--- config.mk ---
export PLATFORM = sky130hd
export DESIGN_NAME = neuron_input_buffer
export DESIGN_NICKNAME = d
export VERILOG_FILES = /design/src/rtl/neuron_input_buffer.sv
export SDC_FILE = /design/constraint.sdc
export NUM_CORES = 2
export LEC_CHECK = 0
export CAP_MARGIN = 10
export CORE_AREA = 2 2 765 767
export DETAILED_ROUTE_END_ITERATION = 6
export DIE_AREA = 0 0 767 769
export SLEW_MARGIN = 10
export SYNTH_ARGS = -nofsm -noshare
export SYNTH_HDL_FRONTEND = slang
export SYNTH_SLANG_ARGS = --single-unit
--- constraint.sdc ---
create_clock -name clock -period 3.8 [get_ports clock]
set_input_delay 0.57 -clock clock [delete_from_list [all_inputs] [get_ports clock]]
set_output_delay 0.57 -clock clock [all_outputs]
set_load 0.005 [all_outputs]
--- src/rtl/neuron_input_buffer.sv ---
// Serial-to-parallel input buffer for a neuron: gathers NUM_INPUTS fixed-point words
// and holds them until released. Optional macro PIXEL_NORMALISE_EN stores 8-bit pixels as p/256.
package neuron_pkg;
    localparam int INTEGER_WIDTH  = 8;
    localparam int FRACTION_WIDTH = 8;
endpackage

module neuron_input_buffer
    import neuron_pkg::*;
#(
    parameter  int NUM_INPUTS  = 120,
    localparam int COUNT_WIDTH = $clog2(NUM_INPUTS)
) (
    input  logic                                      clock,
    input  logic                                      reset,
    input  logic                                      clear,
    input  logic                                      in_valid,
    output logic                                      in_ready,
`ifdef PIXEL_NORMALISE_EN
    input  logic [7:0]                                in_data,
`else
    input  logic [INTEGER_WIDTH+FRACTION_WIDTH-1:0]   in_data,
`endif
    output logic signed [INTEGER_WIDTH-1:-FRACTION_WIDTH] inputs [NUM_INPUTS],
    output logic                                      inputs_ready,
    input  logic                                      output_ready,
    output logic [COUNT_WIDTH:0]                      count
);

    localparam int WORD_WIDTH = INTEGER_WIDTH + FRACTION_WIDTH;
    localparam logic [COUNT_WIDTH:0] LAST_INDEX = (COUNT_WIDTH + 1)'(NUM_INPUTS - 1);

    typedef logic signed [INTEGER_WIDTH-1:-FRACTION_WIDTH] word_t;
    typedef enum logic [1:0] {
        FILL    = 2'b00,
        PRESENT = 2'b01,
        DRAIN   = 2'b10
    } state_t;

    state_t state;
    state_t state_next;
    logic   accept;

`ifdef PIXEL_NORMALISE_EN
    localparam int PIXEL_SHL = (FRACTION_WIDTH >= 8) ? FRACTION_WIDTH - 8 : 0;
    localparam int PIXEL_SHR = (FRACTION_WIDTH >= 8) ? 0 : 8 - FRACTION_WIDTH;

    // Pixel lands in the top fraction bits; narrower fractions keep only its MSBs.
    function automatic word_t to_word(input logic [7:0] pixel);
        return word_t'(WORD_WIDTH'(pixel >> PIXEL_SHR) << PIXEL_SHL);
    endfunction
`else
    function automatic word_t to_word(input logic [WORD_WIDTH-1:0] raw);
        return word_t'(raw);
    endfunction
`endif

    always_ff @(posedge clock or negedge reset) begin
        if (!reset) begin
            state <= FILL;
        end else begin
            state <= state_next;
        end
    end

    // DRAIN waits for output_ready to drop so a level-held release cannot free the next vector.
    always_comb begin
        state_next = FILL;
        if (!clear) begin
            case (state)
                FILL:    state_next = (accept && count == LAST_INDEX) ? PRESENT : FILL;
                PRESENT: state_next = output_ready ? DRAIN : PRESENT;
                DRAIN:   state_next = output_ready ? DRAIN : FILL;
                default: state_next = FILL;
            endcase
        end
    end

    always_comb begin
        in_ready = (state == FILL) && !clear;
        accept   = in_valid && in_ready;
    end

    always_ff @(posedge clock or negedge reset) begin
        if (!reset) begin
            inputs_ready <= 1'b0;
        end else begin
            inputs_ready <= (state_next == PRESENT);
        end
    end

    always_ff @(posedge clock or negedge reset) begin
        if (!reset) begin
            count <= '0;
        end else if (clear) begin
            count <= '0;
        end else begin
            case (state)
                FILL:    if (accept) count <= count + (COUNT_WIDTH + 1)'(1);
                PRESENT: if (output_ready) count <= '0;
                default: count <= '0;
            endcase
        end
    end

    // Entries are only overwritten, never cleared between vectors.
    always_ff @(posedge clock or negedge reset) begin
        if (!reset) begin
            for (int i = 0; i < NUM_INPUTS; i++) begin
                inputs[i] <= '0;
            end
        end else if (accept) begin
            inputs[count[COUNT_WIDTH-1:0]] <= to_word(in_data);
        end
    end

endmodule
==> results.py <==
metrics = {
    "power_and_ir_drop": {
        "total_power_mw": 45.6,
        "powerDensity_nw_per_um2": 409,
        "leakagePower_nw": 50.6,
        "ir_worst_vdd_mv": 0.394,
    },
    "sta": {
        "setup-tns-final_ns": 0,
        "rsz0062_at_grt": "no",
        "report.final.slew_viol_count": 0,
        "post-route-min-period_ns": 3.39,
        "fmax_mhz": 295,
        "skew_ns": 0.0972,
        "period_share": 0.893,
        "timing.slew.headroom": 0.293,
        "finalHoldViolCount": 0,
        "tightestPinTransition_ns": 1.06,
        "setup_viol": 0,
    },
    "route": {
        "vias_per_cell": 3.29,
        "vias": 47500,
        "drtIter0Drc": 2332,
        "wl_per_cell_um": 24.3,
        "ant_nets": 0,
        "finalWirelength_um": 352000,
        "remaining_drc_errors": 0,
        "firstDrtPassIters": 5,
    },
    "synth": {
        "syn_avg_cell_area_um2": 16.6,
        "synth_area_leaders": "dfrtp_1 (66%), mux2_2 (29%), clkbuf_1 (1.3%)",
        "async_flop_share": 1.00,
        "synth.most_common_cell": "dfrtp_1",
        "synthFlopType": "dfrtp_1",
        "synth_edf_count": 0,
        "synth_cell_types": 49,
        "yosys.area.top_type": "dfrtp_1",
        "synth_commonest_cells": "dfrtp_1 (1931), mux2_2 (1903), clkbuf_1 (246)",
        "syn_nets": 4450,
        "synth_cells": 4428,
        "yosysWarningCount": 0,
        "synth-seq-cells": 1931,
        "synth_seq_area_share": 0.657,
        "synth_top_area_share": 0.657,
        "synth_area_um2": 73500,
    },
    "clock_network": {
        "clk-insertion-delay-late_ns": 0.94,
        "root_buffer": "clkbuf_16",
        "numCtsBuffers": 220,
        "clockBufferDepth": 4,
        "clkTransAtPathRegs_ns": 0.06,
        "cts_tree": "built",
        "clkSinkCount": 1931,
        "htreeDepth": 4,
    },
    "floorplanning": {
        "die_h_um": 769,
        "rows": 280,
        "boundaryPins": 1951,
        "die-width_um": 767,
        "dieArea_um2": 590000,
        "core_um2": 581000,
        "start_util": 0.127,
    },
    "placement": {
        "gp_congestion": 0.746,
        "dp_hpwl_um": 254000,
        "post_dp_cell_area_um2": 104000,
        "port_buffers": 1950,
    },
    "global_route": {
        "antenna_found_initial": 57,
        "grt_pass1_vias": 49500,
        "grt_max_degree": 116,
        "grt-ovfl-total": 0,
        "grt_use_total": 0.114,
        "grt_pass1_wl_um": 465000,
    },
    "critical_path": {
        "crit_path_max_fanout": 19,
        "r2r_start": "count[2]$_DFFE_PN0P_",
        "cp.required_ns": 3.23,
        "cp-end-kind": "output pin",
        "path_class": "flip-flop to output pin",
        "startpoint_type": "flip-flop",
        "startpoint": "count[0]$_DFFE_PN0P_",
        "r2r_setup_slack_ns": 0.67,
        "cp.arrival_ns": 2.82,
    },
    "cells_and_area": {
        "syn2layout_area_growth_pct": 51.7,
        "drive_gt1_frac": 0.399,
        "final_area_um2": 112000,
        "nNetsFinal": 6532,
    },
    "min_path": {
        "hold_class": "input pin to flip-flop",
        "hp-start": "in_data[5]",
    },
    "flow_run": {
        "max_cap_viol_count": 0,
    },
    "status": {
        "status": "complete, no violations",
    },
}
## final cells by class
class / count / area (µm²)
clock buffers: 306 / 6240
inverters: 2 / 7.51
fillers: 62900 / 469000
well taps: 7755 / 9700
flip-flops and latches: 1931 / 48300
clock inverters: 80 / 941
multi-input cells: 2113 / 23700
repair buffers: 2242 / 22600
diodes: 23 / 57.6
## cell usage in the layout, fill, tap and decap left out, types with 3 or more instances in the layout
master / instances
nand3b_1: 3
clkdlybuf4s50_1: 1932
dfrtp_2: 5
nand4b_1: 4
inv_6: 11
nand2_1: 6
or4_1: 3
mux2_2: 1903
nor3_4: 14
clkbuf_8: 44
clkinv_8: 3
nor3b_4: 20
buf_4: 225
bufinv_16: 10
clkinv_2: 37
mux2_1: 17
diode_2: 23
clkbuf_1: 45
nand2b_1: 4
dfrtp_1: 1926
buf_12: 67
nand3_4: 3
nand3_2: 49
nand4_1: 15
nand3_1: 23
inv_16: 3
clkinv_16: 5
nor4bb_4: 6
clkinvlp_4: 3
clkinv_4: 5
and4b_1: 4
buf_6: 13
nor3b_2: 3
inv_8: 3
nor4b_4: 4
clkbuf_16: 220
## kinds of logic (layout without fill, tap and decap cells)
group           after synthesis  after routing  synth area share
flops                      1931           1931             0.657
fa+ha+maj                     1              1          0.000170
buf+inv                     384           2630            0.0249
mux                        1922           1922             0.294
other cells                   0             23                 0
compound gates               15             15           0.00155
xor+xnor                      1              1          0.000119
simple gates                174            174            0.0220
## critical path, cell delays in order (launching register included)
cell and delay (ns):
dfrtp_2 0.53, buf_4 0.50, clkdlybuf4s50_1 0.77
## flip-flops by register name, indices dropped and copies added (netlist names)
register      flops
inputs         1920
count             8
state             2
inputs_ready      1
## what timing repair did
| item | CTS | global route |
|---|---|---|
| setup endpoints to repair | 0 | 0 |
| hold buffers | 1 | 0 |
| endpoints found under the hold margin | 34 | 0 |
| buffers inserted | 0 | 0 |
| resized for setup | 0 | 0 |
## stage by stage
stage | hold slack, ns | setup WS [ns] | instances | utilization
floorplan | 0.274 | 1.28 | 4428 | -
global placement | 0.470 | 0.105 | 14000 | 0.180
detailed placement | 0.474 | 0.0867 | 14000 | 0.180
CTS | 0.0584 | 0.146 | 14400 | 0.192
global route | 0.0962 | 0.176 | 14400 | 0.192
finish | 0.182 | 0.408 | 14500 | 0.192
## final timing paths
path | end | depth (start not counted)
worst max-delay path | count[0] | 2
worst min-delay path | inputs[501]$_DFFE_PN0P_ | 2
worst max register to register | inputs[169]$_DFFE_PN0P_ | 5
worst min register to register | inputs[19]$_DFFE_PN0P_ | 1
max in group asynchronous | inputs[298]$_DFFE_PN0P_ | 3
min in group asynchronous | inputs[1677]$_DFFE_PN0P_ | 2
## power by group
group	switching (mW)	internal, mW	total, mW	leakage (nW)
Combinational	1.80	1.14	2.94	20.3
Sequential	0.205	21.0	21.2	26.8
Clock	9.31	12.2	21.5	3.54
Total	11.3	34.3	45.6	50.6
## per-layer routing
metal,track usage,vias up,wire length (µm)
li1,-,19900,-
met1,0.144,25300,150000
met2,0.189,1950,164000
met3,0.0338,394,27000
met4,0.0314,0,10600
met5,0,-,0
Note: power is estimated with default switching activity, not from simulation.
